<file path="src/rtl/weight_bit_sequencer.sv">
// weight_bit_sequencer: feeds a bit-serial MAC one magnitude bit-column per cycle, MSB first, then one flush cycle.
// Define WEIGHT_BIT_SEQUENCER_ZERO_COL_SKIP_EN to skip bit-columns that are zero in every lane.
module weight_bit_sequencer #(
    parameter int DATA_WIDTH = 8,
    parameter int VEC_LENGTH = 8,
    parameter int NUM_COLS   = DATA_WIDTH - 1
) (
    input  logic                               clk,
    input  logic                               reset,
    input  logic                               w_valid,
    output logic                               w_ready,
    input  logic signed [DATA_WIDTH-1:0]       weight [VEC_LENGTH],
    input  logic                               ld_prev,
    output logic                               en,
    output logic                               load_accum,
    output logic        [VEC_LENGTH-1:0]       sign,
    output logic        [VEC_LENGTH-1:0]       w_bit,
    output logic        [$clog2(NUM_COLS)-1:0] column_idx,
    output logic                               group_done
);
    localparam int CW = $clog2(NUM_COLS);

    typedef enum logic [1:0] {IDLE, ISSUE, FLUSH} state_e;

    state_e                state_q, state_d;
    logic [CW-1:0]         col_q, col_d;
    logic [NUM_COLS-1:0]   mag_q [VEC_LENGTH];
    logic [NUM_COLS-1:0]   mag_d [VEC_LENGTH];
    logic [NUM_COLS-1:0]   new_mag [VEC_LENGTH];
    logic [VEC_LENGTH-1:0] sign_q, sign_d, new_sign;
    logic                  ld_q, ld_d, first_q, first_d, accept;
    logic [DATA_WIDTH-1:0] abs_w;

    // -128 has no positive counterpart, so it saturates to the largest magnitude
    always_comb begin
        abs_w = '0;
        for (int j = 0; j < VEC_LENGTH; j++) begin
            new_sign[j] = weight[j][DATA_WIDTH-1];
            abs_w       = new_sign[j] ? DATA_WIDTH'(-weight[j]) : weight[j];
            new_mag[j]  = abs_w[DATA_WIDTH-1] ? '1 : abs_w[NUM_COLS-1:0];
        end
    end

`ifdef WEIGHT_BIT_SEQUENCER_ZERO_COL_SKIP_EN
    logic [NUM_COLS-1:0] nz_q, nz_d, new_nz;
    logic                start_hit, next_hit;
    logic [CW-1:0]       start_col, next_col;

    always_comb begin
        new_nz    = '0;
        start_hit = 1'b0;
        start_col = '0;
        next_hit  = 1'b0;
        next_col  = '0;
        for (int j = 0; j < VEC_LENGTH; j++) new_nz = new_nz | new_mag[j];
        for (int c = 0; c < NUM_COLS; c++) begin
            if (new_nz[c]) begin
                start_hit = 1'b1;
                start_col = CW'(c);
            end
            if (nz_q[c] && CW'(c) < col_q) begin
                next_hit = 1'b1;
                next_col = CW'(c);
            end
        end
    end
`endif

    always_comb begin
        accept  = w_valid && (state_q != ISSUE);
        state_d = state_q;
        col_d   = col_q;
        mag_d   = mag_q;
        sign_d  = sign_q;
        ld_d    = ld_q;
        first_d = first_q;
`ifdef WEIGHT_BIT_SEQUENCER_ZERO_COL_SKIP_EN
        nz_d    = nz_q;
`endif
        if (state_q == ISSUE) begin
            first_d = 1'b0;
`ifdef WEIGHT_BIT_SEQUENCER_ZERO_COL_SKIP_EN
            state_d = next_hit ? ISSUE : FLUSH;
            col_d   = next_hit ? next_col : col_q;
`else
            state_d = (col_q == '0) ? FLUSH : ISSUE;
            col_d   = (col_q == '0) ? col_q : col_q - CW'(1);
`endif
        end else if (state_q == FLUSH) begin
            state_d = IDLE;
        end
        if (accept) begin
            mag_d   = new_mag;
            sign_d  = new_sign;
            ld_d    = ld_prev;
            first_d = 1'b1;
`ifdef WEIGHT_BIT_SEQUENCER_ZERO_COL_SKIP_EN
            nz_d    = new_nz;
            state_d = start_hit ? ISSUE : FLUSH;
            col_d   = start_hit ? start_col : col_q;
`else
            state_d = ISSUE;
            col_d   = CW'(NUM_COLS - 1);
`endif
        end
    end

    always_ff @(posedge clk or negedge reset) begin
        if (!reset) begin
            state_q <= IDLE;
            col_q   <= '0;
            sign_q  <= '0;
            ld_q    <= 1'b0;
            first_q <= 1'b0;
            for (int j = 0; j < VEC_LENGTH; j++) mag_q[j] <= '0;
`ifdef WEIGHT_BIT_SEQUENCER_ZERO_COL_SKIP_EN
            nz_q    <= '0;
`endif
        end else begin
            state_q <= state_d;
            col_q   <= col_d;
            sign_q  <= sign_d;
            ld_q    <= ld_d;
            first_q <= first_d;
            mag_q   <= mag_d;
`ifdef WEIGHT_BIT_SEQUENCER_ZERO_COL_SKIP_EN
            nz_q    <= nz_d;
`endif
        end
    end

    always_comb begin
        for (int j = 0; j < VEC_LENGTH; j++) w_bit[j] = (state_q == ISSUE) && mag_q[j][col_q];
    end

    assign en         = state_q != IDLE;
    assign w_ready    = state_q != ISSUE;
    assign group_done = state_q == FLUSH;
    assign load_accum = en && ld_q && first_q;
    assign sign       = sign_q;
    assign column_idx = col_q;
endmodule

</file>
<file path="config.mk">
export PLATFORM = sky130hd
export DESIGN_NAME = weight_bit_sequencer
export DESIGN_NICKNAME = d
export VERILOG_FILES = /design/src/rtl/weight_bit_sequencer.sv
export SDC_FILE = /design/constraint.sdc
export NUM_CORES = 1
export LEC_CHECK = 0
export ABC_AREA = 0
export CORE_MARGIN = 2
export CORE_UTILIZATION = 52
export CTS_BUF_LIST = sky130_fd_sc_hd__clkbuf_4 sky130_fd_sc_hd__clkbuf_8 sky130_fd_sc_hd__clkbuf_16
export DETAILED_ROUTE_END_ITERATION = 10
export GPL_TIMING_DRIVEN = 1
export PLACE_DENSITY_LB_ADDON = 0.08
export SLEW_MARGIN = 20
export SYNTH_ARGS = -nofsm -noshare
export SYNTH_HDL_FRONTEND = slang
export SYNTH_SLANG_ARGS = --single-unit
</file>
<file path="constraint.sdc">
create_clock -name clk -period 1.87 [get_ports clk]
set_input_delay 0.187 -clock clk [delete_from_list [all_inputs] [get_ports clk]]
set_output_delay 0.187 -clock clk [all_outputs]
set_load 0.02 [all_outputs]
</file>
* After elaboration in Yosys (flattened, before gate mapping)
Cells that the tools add are included.
** Storage, ports and cells
- Output and inout bits :: 23
- Input bits :: 68
- Flip-flop bits (word level) :: 71
- Word-level logic and storage cells :: 84
** Operators by class
- Equality and inequality tests :: 4
- $lt $le $gt $ge :: 1
- Multiplexer cells :: 41
- Reductions and logical operators :: 16
- $add $sub $neg :: 9
** Operators with widths (number)
- 8-bit 2-to-1 mux :: 8
- 8-bit negator :: 8
- 7-bit 2-to-1 mux :: 8
- 1-bit binary-select mux with 3-bit select :: 8
- 1-bit logical AND :: 11
- 1-bit 2-to-1 mux :: 10
- 3-bit 2-to-1 mux :: 3
- 2-bit 2-to-1 mux :: 4
- 3-bit by 4-bit < comparator with 1-bit output (second input constant) :: 1
- 2-bit nonzero test :: 2
- 3-bit zero test :: 1
- 3-bit nonzero test :: 1
- 3-bit by 1-bit subtractor with 3-bit output (second input constant) :: 1
- 2-bit by 1-bit == test with 1-bit output (second input constant) :: 1
- 2-bit == test (second input constant) :: 1
- 2-bit by 1-bit != test with 1-bit output (second input constant) :: 1
- 2-bit != test (second input constant) :: 1
- 2-bit AND reduction :: 1

* Logic depth before layout (Yosys ltp)
- Word-level depth :: 4
- Gate-level depth with buffers :: 8
- Mapped depth without buffers :: 6

* Least setup slack after synthesis
OpenSTA, ideal clock, no wires.
- Path kind :: reg2out
- Start :: reg col_q[0], in the netlist column_idx[0]
- End :: out w_bit[1]
- Cell stages (with the launch flop) :: 6
- Path slack :: -0.093 ns
- Buffers on the path :: 2
- Arrival :: 1.776 ns
- Data required time :: 1.683 ns
- Path through :: dfrtp_1 > buf_2 > buf_2 > nor2_1 > a221oi_1 > nor3_1
** Between the ends
- Cells in the longest elaborated chain, start to end :: 3
** RTL lines
- start: declaration :: RTL line 26 : logic [CW-1:0] col_q, col_d;
- start signal: assignment :: RTL line 121 : col_q <= col_d;
- 1-bit binary-select mux with 3-bit select :: RTL line 133 : for (int j = 0; j < VEC_LENGTH; j++) w_bit[j] = (state_q == ISSUE) && mag_q[j][col_q];
- 1-bit 2-to-1 mux (implied by the code) :: RTL line 133
- 1-bit logical AND :: RTL line 133
- end: declaration :: RTL line 17 : output logic [VEC_LENGTH-1:0] w_bit,
Every way passes these cells. The select of a mux whose other input is x is not followed.

* Final worst setup path
Ends and elaborated chain as after synthesis.

==> results.md <==
* Result of the run: finished, violations left
* Failing checks: negative setup slack
* IR Drop Worst-Case VDD at 0.846 mV
* Tot Pwr at slightly below 9 mW
* Sequential fraction of the synthesis area at between 40% and 50%
* Bufs on Longest Clock Path at 2
* Number of buffers added on ports at 90
* Vias in the first global route at around 4000
* Ant. Diodes at 0
* Maximum fanout encountered on the critical timing path at 6
* Core box area at ~8100 um^2
* Antenna violations before repair at 0
* Worst min-delay path category: input pin to async pin
* Post-synthesis area per instance at 8.60 um^2
* Power per cell area at ~1500 nW/um^2
* Height of the die at approximately 95 um
* Number of hold violations in the final report at 0
* Clock latency on the worst-skew pair at approximately 0.35 ns
* Horizontal die dimension at around 95 um
* Slew Limit Headroom at between 60 and 70%
* Met1 usage in global routing at a little over a third
* Cell at the root of the clock tree: clkbuf_8
* Standard-cell rows at 33
* Number of buffers created by CTS at 9
* Cell type group with the largest total delay on the critical path: multiplexers
* Number of violations reported at the end of detailed-routing iteration 0 at ~190
* RSZ-0062 raised after global routing: yes
* Number of unique standard cell types used by synthesis at between 40 and 50
* Final standard cell count with taps included and fillers excluded at approximately 730
* Largest net degree at the start of global routing at 72
* Leak pwr at approximately 2.6 nW
* Total I/O pin count at a little over 90
* Nature of the critical path startpoint: flop
* Initial Utilization at a little over half
* DR vias/cell at approximately 5.7
* Total DRC errors in the routed layout at 0
* Worst Max-Slew Pin Slew at a little under 0.5 ns
* Htree depth at 3
* Die Footprint at slightly above 9000 um^2
* Fmax at 504 MHz
* Most common library cell in the layout ignoring fill and taps: clkdlybuf4s50_1
* CP peak stage delay at approximately 0.54 ns
* Number of stages on the worst setup path at 5
* Synthesis warning total at 0
* Sequence of cells on the critical path: buf_6 > mux4_2 > nor2_2 > nor3_2 > buf_2
* Finish-stage setup viols at 8
* Req. time, crit path at about 1.7 ns
* Met3 Usage GRT at under 10%
* Count of flip-flops with a built-in enable after synthesis at 0
* Global-route wire length before repair at around 18 mm
* Top library cells by usage in the layout, fill and taps aside: 78 x clkdlybuf4s50_1, 71 x dfrtp_1, 64 x nor2_1, 60 x nand2_1, 39 x buf_4
* Final cycle utilization of the critical path at 106%
* Placed Instances at between 700 and 800
* Critical-path cell with the highest stage delay: mux4_2
* Area growth from synthesis to layout at 36.1%
* Type of the setup path with the least slack: flop to output port
* Clock tree from TritonCTS: built
* Tmin final at roughly 2.0 ns
* Layout cells sized above 1 at 17.5%
* Number of nets produced by synthesis at 582
* Detailed-router iteration count before antenna repair at 5
* Worst clock skew on the final layout at slightly below 0.009 ns
* Number of filler cells placed in the layout at around 600
* Nature of the critical path endpoint: output port
* Clock sink total at between 70 and 80
* Remaining Overflow, GRT at 0
* Register bit total from synthesis at 71
* Total global routing track utilization at 26.1%
* Met2 capacity usage during global routing at between 40% and 50%
* Detailed-route wire length per cell at 15.1 um
* Cell area after synthesis at between 4000 and 5000 um^2
* Number of buffer and inverter instances along the worst setup path at 2
* FFs w/ async S/R, synth at 100%
* Number of violations of the max-capacitance limit at 0
* Half-perimeter wire length of the detailed placement result at roughly 8 mm
* Remaining antenna violation count after routing at 0
* Routed via count at 4174
* Most used DFF post-synth: dfrtp_1
* Clock slew at reported path FFs at ~0.080 ns
* Setup WS post-layout at -0.115 ns
* Total length of routed wires at ~11 mm
* Final-stage net count at 701
* Worst reg-to-reg path cell count at 5
* Number of pins exceeding their max-slew limit in the final report at 0
* Arrival time worst endpoint at between 1.5 and 2 ns
* Final GP Congestion at 0.871
* Busiest layer in global routing: met2
* Cells after synthesis at between 500 and 600
final cells by class:
cell class              count  area (um^2)  share of cell area [%]
well taps                 105          131                    2.23
multi-input cells         379         2470                    41.8
inverters                  32          123                    2.08
clock buffers              12          159                    2.69
repair buffers            130         1220                    20.7
flip-flops and latches     71         1780                    30.1
clock inverters             4         20.0                   0.339
Yosys cell counts, drive strengths merged, types with 5 or more instances:
master,instances,area [um^2]
buf,10,50.1
a31oi,21,131
mux2,9,101
mux4,8,180
xnor2,15,131
a22o,6,52.6
ha,10,125
nand2,61,229
nor3,26,130
o21ai,19,95.1
clkbuf,12,45.0
nor2b,5,31.3
nand3,9,45.0
nand2b,5,31.3
dfrtp,71,1780
a21oi,37,185
o31ai,12,90.1
a221oi,8,70.1
or3,7,48.8
inv,31,116
nor2,72,270
timing repair:
item                                    in CTS  in global routing
gates cloned                                 1                  0
pin swaps                                    4                  0
hold endpoints to repair                    71                  0
hold buffers                                 1                  0
buffers inserted                             0                  0
endpoints found under the setup margin      11                  9
gates resized for setup                     64                  2
power breakdown:
group / total [mW] / internal [mW] / switching, mW
Combinational: 5.00 / 2.35 / 2.66
Sequential: 2.76 / 2.30 / 0.456
Clock: 1.13 / 0.560 / 0.570
Total: 8.89 / 5.21 / 3.68
layer usage:
metal	vias to the layer above	wire length (um)
met3	17	628
met2	136	5150
li1	2036	-
met4	0	166
met1	1985	5140
met5	-	0
state kept, by name (all words and copies together), names as in the netlist:
signal	count
mag_q	56
sign	8
column_idx	3
state_q	2
first_q	1
ld_q	1
through the flow:
| step | util, % | instance area [um^2] | setup WS (ns) | hold WS [ns] | TNS, ns |
|---|---|---|---|---|---|
| global placement | 69.3 | 5630 | -0.118 | 0.238 | -0.816 |
| CTS | 72.5 | 5890 | -0.124 | 0.383 | -0.821 |
| floorplan | - | 4380 | 0.0110 | -0.109 | 0 |
| detailed placement | 69.3 | 5630 | -0.204 | 0.242 | -1.22 |
| global route | 72.5 | 5900 | -0.206 | 0.375 | -1.44 |
| finish | 72.5 | 5900 | -0.115 | 0.366 | -0.662 |
tightest hold or removal path, stage by stage:
cell	delay, ns
dlygate4sd3_1	0.51
buf_2	0.12
buf_12	0.30
path summary, 6_finish.rpt:
check                                                from                    end  slack (ns)
worst max-delay path            column_idx[0]$_DFFE_PN0P_               w_bit[1]       -0.12
worst min-delay path                                reset  mag_q[28]$_DFFE_PN0P_        0.37
worst max register to register     state_q[0]$_DFFE_PN0P_  mag_q[43]$_DFFE_PN0P_        0.20
worst min register to register           ld_q$_DFFE_PN0P_       ld_q$_DFFE_PN0P_        0.47
max in group asynchronous                           reset    sign[7]$_DFFE_PN0P_        1.17
min in group clk                                  ld_prev       ld_q$_DFFE_PN0P_        0.39
cells by family after synthesis:
| group | count (synthesis) | share of synthesized area, % |
|---|---|---|
| xor+xnor | 17 | 3.44 |
| simple gates | 208 | 22.2 |
| fa+ha+maj | 10 | 2.89 |
| mux | 21 | 7.42 |
| buf+inv | 54 | 4.97 |
| compound gates | 123 | 18.1 |
| flops | 71 | 41.0 |
Power figures use the tool's default switching activity.
